`config.mk`:
```
export PLATFORM = sky130hd
export DESIGN_NAME = led_seq_ctrl_flat
export DESIGN_NICKNAME = d
export VERILOG_FILES = /design/src/rtl/led_seq_ctrl_if.sv /design/src/rtl/led_seq_ctrl.sv /design/src/flat_wrapper.sv
export SDC_FILE = /design/constraint.sdc
export NUM_CORES = 1
export LEC_CHECK = 0
export ABC_AREA = 1
export ABC_CLOCK_PERIOD_IN_PS = 3700
export CORE_ASPECT_RATIO = 0.75
export CORE_MARGIN = 4
export CORE_UTILIZATION = 60
export DETAILED_ROUTE_END_ITERATION = 12
export PLACE_DENSITY_LB_ADDON = 0.05
export SLEW_MARGIN = 20
export SYNTH_ARGS = -nofsm -noshare
export SYNTH_HDL_FRONTEND = slang
export SYNTH_SLANG_ARGS = --single-unit
```
`constraint.sdc`:
```
create_clock -name CLK -period 3.7 [get_ports CLK]
set_clock_uncertainty 0.1 [all_clocks]
set_input_delay 0.74 -clock CLK [delete_from_list [all_inputs] [get_ports CLK]]
set_output_delay 0.74 -clock CLK [all_outputs]
set_load 0.05 [all_outputs]
```
`src/rtl/led_seq_ctrl_if.sv`:
```
// Bundle between the SOC command/config side, the pattern ROM and the
// LED sequencing controller. The controller takes the slave view; the
// SOC logic plus the ROM together form the master view.
interface led_seq_ctrl_if #(
    parameter int ADDR_W = 5,
    parameter int DATA_W = 5,
    parameter int DIV_W  = 24
);
    logic [ADDR_W-1:0] cfg_start;
    logic [ADDR_W-1:0] cfg_end;
    logic [DIV_W-1:0]  cfg_div;
    logic [1:0]        cfg_mode;
    logic              cmd_start;
    logic              cmd_stop;
    logic [ADDR_W-1:0] rom_addr;
    logic              rom_re;
    logic [DATA_W-1:0] rom_data;
    logic [DATA_W-1:0] leds;
    logic              busy;
    logic              done;
    logic              err;

    // Config, commands and ROM read data flow in from the system side.
    modport master (
        output cfg_start, cfg_end, cfg_div, cfg_mode, cmd_start, cmd_stop, rom_data,
        input  rom_addr, rom_re, leds, busy, done, err
    );

    // The controller consumes config/commands and owns the ROM read port.
    modport slave (
        input  cfg_start, cfg_end, cfg_div, cfg_mode, cmd_start, cmd_stop, rom_data,
        output rom_addr, rom_re, leds, busy, done, err
    );
endinterface

```
`src/rtl/led_seq_ctrl.sv`:
```
// LED pattern sequencer: walks an address window of a synchronous pattern
// ROM in loop, one-shot or bounce order and holds each pattern on the LEDs
// for cfg_div+3 cycles (FETCH 1, LATCH 1, HOLD cfg_div+1).
module led_seq_ctrl #(
    parameter int ADDR_W = 5,
    parameter int DATA_W = 5,
    parameter int DEPTH  = 21,
    parameter int DIV_W  = 24
) (
    input  logic          CLK,
    input  logic          RESET,
    led_seq_ctrl_if.slave bus
);

    typedef enum logic [1:0] {
        IDLE,
        FETCH,
        LATCH,
        HOLD
    } state_t;

    typedef enum logic [1:0] {
        MODE_LOOP    = 2'b00,
        MODE_ONESHOT = 2'b01,
        MODE_BOUNCE  = 2'b10,
        MODE_RSVD    = 2'b11
    } mode_t;

    typedef enum logic {
        DIR_UP,
        DIR_DOWN
    } dir_t;

    // One extra bit so DEPTH itself is representable in the range check.
    localparam logic [ADDR_W:0]   DEPTH_X  = (ADDR_W + 1)'(DEPTH);
    localparam logic [ADDR_W-1:0] ADDR_ONE = ADDR_W'(1);
    localparam logic [DIV_W-1:0]  DIV_ONE  = DIV_W'(1);

    state_t            state_q, state_d;
    logic [ADDR_W-1:0] addr_q, addr_d;
    dir_t              dir_q, dir_d;
    logic [DIV_W-1:0]  div_q, div_d;
    logic [DATA_W-1:0] leds_q, leds_d;
    logic              done_q, done_d;
    logic              err_q, err_d;

    // Shadow copy of the configuration taken at an accepted start, so the
    // cfg_* inputs may change freely while a run is in progress.
    logic [ADDR_W-1:0] sh_start_q, sh_start_d;
    logic [ADDR_W-1:0] sh_end_q, sh_end_d;
    logic [DIV_W-1:0]  sh_div_q, sh_div_d;
    mode_t             sh_mode_q, sh_mode_d;

    logic [ADDR_W-1:0] next_addr;
    dir_t              next_dir;
    logic              cfg_bad;

    // Window check for a start request: empty window or end past the ROM.
    assign cfg_bad = (bus.cfg_start > bus.cfg_end) || ({1'b0, bus.cfg_end} >= DEPTH_X);

    // Next address/direction after the current pattern period (loop and bounce).
    always_comb begin
        // NOTE: every combinational output is given a default first, so no
        // path through the block can leave it unassigned and infer a latch.
        next_addr = addr_q + ADDR_ONE;
        next_dir  = dir_q;
        case (sh_mode_q)
            MODE_BOUNCE: begin
                if (sh_start_q == sh_end_q) begin
                    next_addr = addr_q;
                end else if (dir_q == DIR_UP) begin
                    if (addr_q == sh_end_q) begin
                        next_addr = addr_q - ADDR_ONE;
                        next_dir  = DIR_DOWN;
                    end
                end else begin
                    if (addr_q == sh_start_q) begin
                        next_dir = DIR_UP;
                    end else begin
                        next_addr = addr_q - ADDR_ONE;
                    end
                end
            end
            default: begin
                // Loop and reserved wrap to start; the one-shot end is
                // intercepted by the FSM before this value is used.
                if (addr_q == sh_end_q) begin
                    next_addr = sh_start_q;
                end
            end
        endcase
    end

    // FSM next-state, datapath updates and pulse generation.
    always_comb begin
        state_d    = state_q;
        addr_d     = addr_q;
        dir_d      = dir_q;
        div_d      = div_q;
        leds_d     = leds_q;
        done_d     = 1'b0;
        err_d      = 1'b0;
        sh_start_d = sh_start_q;
        sh_end_d   = sh_end_q;
        sh_div_d   = sh_div_q;
        sh_mode_d  = sh_mode_q;

        case (state_q)
            IDLE: begin
                // A stop in the same cycle cancels the start entirely.
                if (bus.cmd_start && !bus.cmd_stop) begin
                    if (cfg_bad) begin
                        err_d = 1'b1;
                    end else begin
                        sh_start_d = bus.cfg_start;
                        sh_end_d   = bus.cfg_end;
                        sh_div_d   = bus.cfg_div;
                        sh_mode_d  = mode_t'(bus.cfg_mode);
                        addr_d     = bus.cfg_start;
                        dir_d      = DIR_UP;
                        state_d    = FETCH;
                    end
                end
            end
            FETCH: begin
                state_d = bus.cmd_stop ? IDLE : LATCH;
            end
            LATCH: begin
                if (bus.cmd_stop) begin
                    state_d = IDLE;
                end else begin
                    leds_d  = bus.rom_data;
                    div_d   = sh_div_q;
                    state_d = HOLD;
                end
            end
            HOLD: begin
                if (bus.cmd_stop) begin
                    state_d = IDLE;
                end else if (div_q != '0) begin
                    div_d = div_q - DIV_ONE;
                end else if (sh_mode_q == MODE_ONESHOT && addr_q == sh_end_q) begin
                    state_d = IDLE;
                    done_d  = 1'b1;
                end else begin
                    addr_d  = next_addr;
                    dir_d   = next_dir;
                    state_d = FETCH;
                end
            end
            default: state_d = IDLE;
        endcase
    end

    // State and datapath registers with synchronous reset.
    always_ff @(posedge CLK) begin
        // NOTE: non-blocking assignments so every register samples the
        // pre-edge values and updates together at the clock edge.
        if (RESET) begin
            state_q    <= IDLE;
            addr_q     <= '0;
            dir_q      <= DIR_UP;
            div_q      <= '0;
            leds_q     <= '0;
            done_q     <= 1'b0;
            err_q      <= 1'b0;
            sh_start_q <= '0;
            sh_end_q   <= '0;
            sh_div_q   <= '0;
            sh_mode_q  <= MODE_LOOP;
        end else begin
            state_q    <= state_d;
            addr_q     <= addr_d;
            dir_q      <= dir_d;
            div_q      <= div_d;
            leds_q     <= leds_d;
            done_q     <= done_d;
            err_q      <= err_d;
            sh_start_q <= sh_start_d;
            sh_end_q   <= sh_end_d;
            sh_div_q   <= sh_div_d;
            sh_mode_q  <= sh_mode_d;
        end
    end

    // A stop arriving during FETCH suppresses the read it would have issued.
    assign bus.rom_re   = (state_q == FETCH) && !bus.cmd_stop;
    assign bus.rom_addr = addr_q;
    assign bus.leds     = leds_q;
    assign bus.busy     = (state_q != IDLE);
    assign bus.done     = done_q;
    assign bus.err      = err_q;

endmodule

```
`src/flat_wrapper.sv`:
```
// flat-port wrapper written by rule: the top's interface ports become plain ports
module led_seq_ctrl_flat 
#(
    parameter int ADDR_W = 5,
    parameter int DATA_W = 5,
    parameter int DEPTH  = 21,
    parameter int DIV_W  = 24
)
  (CLK, RESET, bus_cfg_start, bus_cfg_end, bus_cfg_div, bus_cfg_mode, bus_cmd_start, bus_cmd_stop, bus_rom_data, bus_rom_addr, bus_rom_re, bus_leds, bus_busy, bus_done, bus_err);
  led_seq_ctrl_if #(.ADDR_W(ADDR_W), .DATA_W(DATA_W), .DIV_W(DIV_W)) bus_i ();
  input  logic CLK;
  input  logic RESET;
  input wire logic [$bits(bus_i.cfg_start)-1:0] bus_cfg_start;
  input wire logic [$bits(bus_i.cfg_end)-1:0] bus_cfg_end;
  input wire logic [$bits(bus_i.cfg_div)-1:0] bus_cfg_div;
  input wire logic [$bits(bus_i.cfg_mode)-1:0] bus_cfg_mode;
  input wire logic [$bits(bus_i.cmd_start)-1:0] bus_cmd_start;
  input wire logic [$bits(bus_i.cmd_stop)-1:0] bus_cmd_stop;
  input wire logic [$bits(bus_i.rom_data)-1:0] bus_rom_data;
  output wire logic [$bits(bus_i.rom_addr)-1:0] bus_rom_addr;
  output wire logic [$bits(bus_i.rom_re)-1:0] bus_rom_re;
  output wire logic [$bits(bus_i.leds)-1:0] bus_leds;
  output wire logic [$bits(bus_i.busy)-1:0] bus_busy;
  output wire logic [$bits(bus_i.done)-1:0] bus_done;
  output wire logic [$bits(bus_i.err)-1:0] bus_err;
  assign bus_i.cfg_start = bus_cfg_start;
  assign bus_i.cfg_end = bus_cfg_end;
  assign bus_i.cfg_div = bus_cfg_div;
  assign bus_i.cfg_mode = bus_cfg_mode;
  assign bus_i.cmd_start = bus_cmd_start;
  assign bus_i.cmd_stop = bus_cmd_stop;
  assign bus_i.rom_data = bus_rom_data;
  assign bus_rom_addr = bus_i.rom_addr;
  assign bus_rom_re = bus_i.rom_re;
  assign bus_leds = bus_i.leds;
  assign bus_busy = bus_i.busy;
  assign bus_done = bus_i.done;
  assign bus_err = bus_i.err;
  led_seq_ctrl #(.ADDR_W(ADDR_W), .DATA_W(DATA_W), .DEPTH(DEPTH), .DIV_W(DIV_W)) u_core (.CLK(CLK), .RESET(RESET), .bus(bus_i));
endmodule
```
==> reports/metrics.yaml, run 1 <==
run_status:
  status: "complete, no violations"
power:
  p_leak_nw: 2.186
  comb_power_share: 0.211
  intPower_mw: 1.388
  ir_drop_v: 0.0002241
  switching_share: 0.3123
  p_switching_uw: 630.2
  p_clk_frac: 0.357
  power_mw: 2.018
  power.density_nw_per_um2: 390.8
  seqPwrFrac: 0.432
clock_tree:
  numCtsBuffers: 9
  cts_tree: "yes"
  ctsResizeCount: 0
  cts-root-buf: "clkbuf_8"
  clock-sinks: 75
  insertion_delay_ns: 0.36
  clk_pin_slew_ns: 0.08
  cts_hold_buf: 0
  postCtsSetupBuffers: 0
  clk_path_buf_depth: 2
  cts-htree-levels: 3
sta:
  hold_violations: 0
  worstMarginPinSlew_ns: 0.7812
  slew_headroom: 0.4774
  fin_crit_ns: 3.172
  maxSlewViolCount: 0
  rsz0062_at_grt: "no"
  finalSetupTns_ns: 0
  clock.fmax_ghz: 0.3152
  finalSetupViolations: 0
  fin_crit_sh: 0.8574
setup_path:
  startpoint_type: "input pin"
  rrSetupSlack_ns: 1.42
  arrival_ns: 2.33
  crit_fanout: 3
  required_ns: 2.86
  criticalPathCategory: "input pin to primary output"
  endpoint_kind: "primary output"
synthesis:
  synth_seq_cells: 75
  synth-seq-area-share: 0.3450
  post-synth-top-count-cell: "nand2_1"
  synth.cells.most_frequent: "nand2_1 (116), inv_1 (78), a21oi_1 (77)"
  synth_warnings: 0
  synth_area_leaders: "dfxtp_1 (35%), nand2_1 (10%), a21oi_1 (8.9%)"
  synth-edff-count: 0
  synth_top_cell_area_share: 0.3450
  postSynth.asyncResetShare: 0
  synth_area_per_cell_um2: 6.842
  synth_area_um2: 4352
  synthDistinctLibCells: 42
  yosysTopAreaCell: "dfxtp_1"
  ys.flop_type: "dfxtp_1"
  netlist_instances: 636
  synth_nets: 690
floorplan:
  die_x_um: 106.3
  coreArea_um2: 6929
  core.rowCount: 26
  initial_core_util: 0.6280
  io_pins: 59
  fp.dieH_um: 81.76
  design.die.area_um2: 8694
cells_and_area:
  num-fill-cells: 551
  n_antenna_cell: 0
  nets: 738
  drive_above_1_share: 0.09144
  area_growth_pct: 18.66
  design_area_um2: 5164
worst_hold_path:
  hold_class: "flop to flop"
placed_design:
  routabilityCongestion: 0.9488
  portBuffers: 58
  dp_hpwl_um: 8148
  place_area_um2: 4940
grt:
  track_usage: 0.2750
  grt_pass1_vias: 3903
  grt_max_degree: 54
  grt-ovfl-total: 0
  grt_pass1_wl_um: 18890
  antenna_found_initial: 0
flow_run:
  cap_violations: 0
routing:
  final_antenna_net_count: 0
  drc: 0
  viasPerCell: 5.546
  wire_per_inst_um: 14.71
  drt-pass1-iter-count: 7
  drt-total-wl_um: 11580
  drt-initial-drc-count: 341
  via_count: 4365
[worst max-delay path, stage by stage]
cell and delay [ns]:
clkdlybuf4s50_1 0.48, nor3_1 0.25, clkdlybuf4s50_1 0.86
[metrics by stage]
| stage | utilization | hold slack [ns] | cells | setup slack, ns |
|---|---|---|---|---|
| 3_3_place_gp | 0.7129 | 0.3323 | 771 | 0.6371 |
| 6_report | 0.7452 | 0.3520 | 787 | 0.5278 |
| 3_5_place_dp | 0.7129 | 0.3425 | 771 | 0.5429 |
| 2_1_floorplan | - | 0.3213 | 636 | 1.044 |
| 4_1_cts | 0.7452 | 0.3550 | 787 | 0.5365 |
| 5_1_grt | 0.7452 | 0.3626 | 787 | 0.4745 |
[power groups by stage]
| stage | registers, mW | logic [mW] | clock network, mW |
|---|---|---|---|
| 6_report | 0.871 | 0.427 | 0.721 |
| 5_1_grt | 0.875 | 0.471 | 0.759 |
| 4_1_cts | 0.870 | 0.420 | 0.726 |
| 3_5_place_dp | 0.889 | 0.416 | 0 |
| 3_3_place_gp | 0.888 | 0.405 | 0 |
| 2_1_floorplan | 0.902 | 0.268 | 0 |
[metal layers]
| metal | up-vias | track usage | wire, µm |
|---|---|---|---|
| met5 | - | 0 | 0 |
| met4 | 0 | 0.06339 | 143 |
| met3 | 22 | 0.06756 | 1128 |
| met2 | 216 | 0.4159 | 4841 |
| met1 | 1955 | 0.3966 | 5462 |
| li1 | 2172 | - | - |
[state kept, by name (all words and copies together) (netlist names), 2 cells and up]
signal	flops
u_core.bus.leds	5
u_core.sh_div_q	24
u_core.div_q	24
u_core.sh_start_q	5
u_core.sh_end_q	5
u_core.sh_mode_q	2
u_core.bus.rom_addr	5
u_core.state_q	2
[cell usage in the layout, fill, tap and decap left out, types with 11 or more instances in the layout]
master and count:
a21oi_1 77, clkdlybuf4s50_1 58, xor2_1 12, nand3_1 26, dfxtp_1 75, nor2_1 60
nand2_1 116, o21ai_1 11, o21ai_0 66, inv_1 78
[logic make-up (layout without fill, tap and decap cells)]
logic type               Yosys count  count (layout)  synth area share
AND/OR/NAND/NOR                  248             248            0.2634
XOR/XNOR                          19              19           0.03824
buffers and inverters            110             163            0.1087
AO/OA/AOI/OAI                    175             175            0.2188
flip-flops                        75              75            0.3450
adder cells (fa/ha/maj)            9               9           0.02588
[area by class of cell]
| class | instances | area [µm²] | share of cell area |
|---|---|---|---|
| clock buffer | 9 | 123.9 | 0.02399 |
| clock inverter | 7 | 100.1 | 0.01938 |
| inverter | 84 | 320.3 | 0.06203 |
| multi-input combinational | 451 | 2377 | 0.4604 |
| sequential | 75 | 1501 | 0.2908 |
| tap | 98 | 122.6 | 0.02375 |
| timing repair buffer | 63 | 618.1 | 0.1197 |
[path summary, 6_finish.rpt]
kind,end,startpoint,cells past startpoint
hold / removal,u_core.sh_div_q[17],u_core.sh_div_q[17],2
hold reg to reg,u_core.sh_div_q[17],u_core.sh_div_q[17],2
setup reg to reg,u_core.dir_q,u_core.state_q[1],9
setup / recovery,bus_rom_re,bus_cmd_stop,3
No activity file was read; power rests on OpenSTA's default activity.
==> inputs of run 2 (changes only) <==
Settings changed: ABC_CLOCK_PERIOD_IN_PS 3700 to 3100, CORE_UTILIZATION 60 to 55.
Clock period 3.7 ns to 3.1 ns, I/O delays scaled along.
==> run 2 against run 1 <==
Flip-flop and latch count unchanged; clock-buffer cell count increased by 2; non-clock buffer count increased by 2; total power increased by 21%; clock power increased by 23%; final area increased by 0.78%; sequential share of layout area decreased by 0.22 points.
==> reports/metrics.yaml, run 2 (synthesized netlist as in run 1, its figures left out) <==
routing:
  wire_per_inst_um: 14.51  # was 14.71 µm
  via_count: 4355  # was 4,365
  drc: 0  # unchanged
  drt-initial-drc-count: 379  # was 341
  viasPerCell: 5.499  # was 5.546
  final_antenna_net_count: 0  # unchanged
  drt-total-wl_um: 11500  # was 11,580 µm
  drt-pass1-iter-count: 5  # was 7
placed_design:
  routabilityCongestion: 0.9435  # was 0.9488
  portBuffers: 58  # unchanged
  dp_hpwl_um: 8278  # was 8148 µm
worst_hold_path:
  hold_depth: 2  # unchanged
  hold_class: "flop to flop"  # unchanged
  hp-start: "u_core.sh_div_q[4]"  # was u_core.sh_div_q[17]
setup_path:
  cp.depth: 3  # unchanged
  worstPathCellList: "nor2_1 > inv_1 > clkdlybuf4s50_1"  # was clkdlybuf4s50_1 > nor3_1 > clkdlybuf4s50_1
  critPathMaxStageDelay_ns: 0.74  # was 0.86 ns
  crit_start: "u_core.state_q[0]"  # was bus_cmd_stop
  endpoint_kind: "primary output"  # unchanged
  startpoint_type: "flop"  # was input pin
  criticalPathCategory: "flop to primary output"  # was input pin to primary output
  r2r-start: "u_core.state_q[1]"  # unchanged
  cp_top_family: "buffers and inverters"  # unchanged
  required_ns: 2.38  # was 2.86 ns
  crit_fanout: 5  # was 3
  r2r_cells: 10  # was 9
  arrival_ns: 1.93  # was 2.33 ns
  cpMaxStageDelayCell: "clkdlybuf4s50_1"  # unchanged
  critPathBufInv: 2  # unchanged
cells_and_area:
  finalCoreUtilization: 0.6939  # was 0.7452
  num-fill-cells: 678  # was 551
  reg_top3: "u_core.div_q (24), u_core.sh_div_q (24)"  # unchanged
  drive_above_1_share: 0.09551  # was 0.09144
  n_antenna_cell: 0  # unchanged
  area.sequential_um2: 1501  # unchanged
  final_cell_mix: "nand2_1 (116), inv_1 (78), a21oi_1 (77), dfxtp_1 (75), o21ai_0 (66)"  # unchanged
  nets: 740  # was 738
  multi_input_area_um2: 2377  # unchanged
  area_growth_pct: 19.58  # was 18.66%
  final_common_cell: "nand2_1"  # unchanged
sta:
  worstMarginPinSlew_ns: 0.6124  # was 0.7812 ns
  fin_crit_ns: 2.649
  rsz0062_at_grt: "no"  # unchanged
  finalSetupViolations: 0  # unchanged
  finalSetupTns_ns: 0  # unchanged
  clock.fmax_ghz: 0.3775
  fin_crit_sh: 0.8546
  hold_violations: 0  # unchanged
  slew_headroom: 0.5902  # was 0.4774
  maxSlewViolCount: 0  # unchanged
grt:
  antenna_found_initial: 0  # unchanged
  grt_pass1_vias: 3860  # was 3,903
  grt_max_degree: 55  # was 54
  grt-ovfl-total: 0  # unchanged
  grt_pass1_wl_um: 18770  # was 18,890 µm
  track_usage: 0.2433  # was 0.2750
floorplan:
  die_x_um: 110.7  # was 106.3 µm
  coreArea_um2: 7500  # was 6929 µm²
  core.rowCount: 27  # was 26
  io_pins: 59  # unchanged
  initial_core_util: 0.5802  # was 0.6280
  fp.dieH_um: 85.04  # was 81.76 µm
  design.die.area_um2: 9414  # was 8694 µm²
clock_tree:
  ctsResizeCount: 0  # unchanged
  clk_path_buf_depth: 2  # unchanged
  clock-sinks: 75  # unchanged
  postCtsSetupBuffers: 0  # unchanged
  cts-htree-levels: 3  # unchanged
  insertion_delay_ns: 0.36  # about the same
  cts-root-buf: "clkbuf_8"  # unchanged
  cts_hold_buf: 0  # unchanged
  numCtsBuffers: 9  # unchanged
  clk_pin_slew_ns: 0.08  # about the same
  cts_tree: "yes"  # unchanged
power:
  ir_drop_v: 0.0003400  # was 0.0002241 V
  p_leak_nw: 2.200  # was 2.186 nW
  power.density_nw_per_um2: 468.6  # was 390.8 nW/µm²
run_status:
  status: "complete, no violations"  # unchanged
flow_run:
  cap_violations: 0  # unchanged
[run 2: per-layer routing]
metal	vias up	GRT usage	share of wire
li1	2180	-	-
met1	1961	0.3541	0.49
met2	202	0.3447	0.40
met3	12	0.08909	0.11
met4	0	0.04810	0.0086
met5	-	0	0
[run 2: area by class of cell]
cell class	count	share of cell area
multi-input cells	451	0.4568
flip-flops and latches	75	0.2885
repair buffers	65	0.1236
inverters	84	0.06155
clock buffers	11	0.02909
well taps	101	0.02428
clock inverters	5	0.01611
[run 2: path summary, 6_finish.rpt]
check,to,slack (ns)
max,bus_busy,0.45
max reg2reg,u_core.bus.rom_addr[4],1.04
min,u_core.sh_div_q[4],0.35
min reg2reg,u_core.sh_div_q[4],0.35
[run 2: report_power, final]
group	switching [mW]	internal [mW]
Sequential	0.0362	1.00
Combinational	0.315	0.195
Clock	0.387	0.500
[run 2: worst reg2reg max path, cell delays in order, from the launching register on]
cell and delay, ns:
dfxtp_1 0.39, nand2_2 0.08, inv_2 0.43, o21ai_1 0.15, nor2_1 0.17, nand4_1 0.17
nand2_1 0.12, nor2_1 0.05, nand2_1 0.10, a21oi_1 0.09, a21oi_1 0.14
[run 2: metrics by stage]
step / hold WS (ns) / worst slack (ns) / cell area [µm²] / power (mW) / instances
floorplan: 0.3213 / 0.6842 / 4352 / 1.396 / 636
global placement: 0.3300 / 0.2526 / 4969 / 1.550 / 776
detailed placement: 0.3392 / 0.2396 / 4969 / 1.562 / 776
CTS: 0.3523 / 0.4488 / 5204 / 2.437 / 792
global route: 0.3653 / 0.3482 / 5204 / 2.552 / 792
finish: 0.3483 / 0.4507 / 5204 / 2.439 / 792
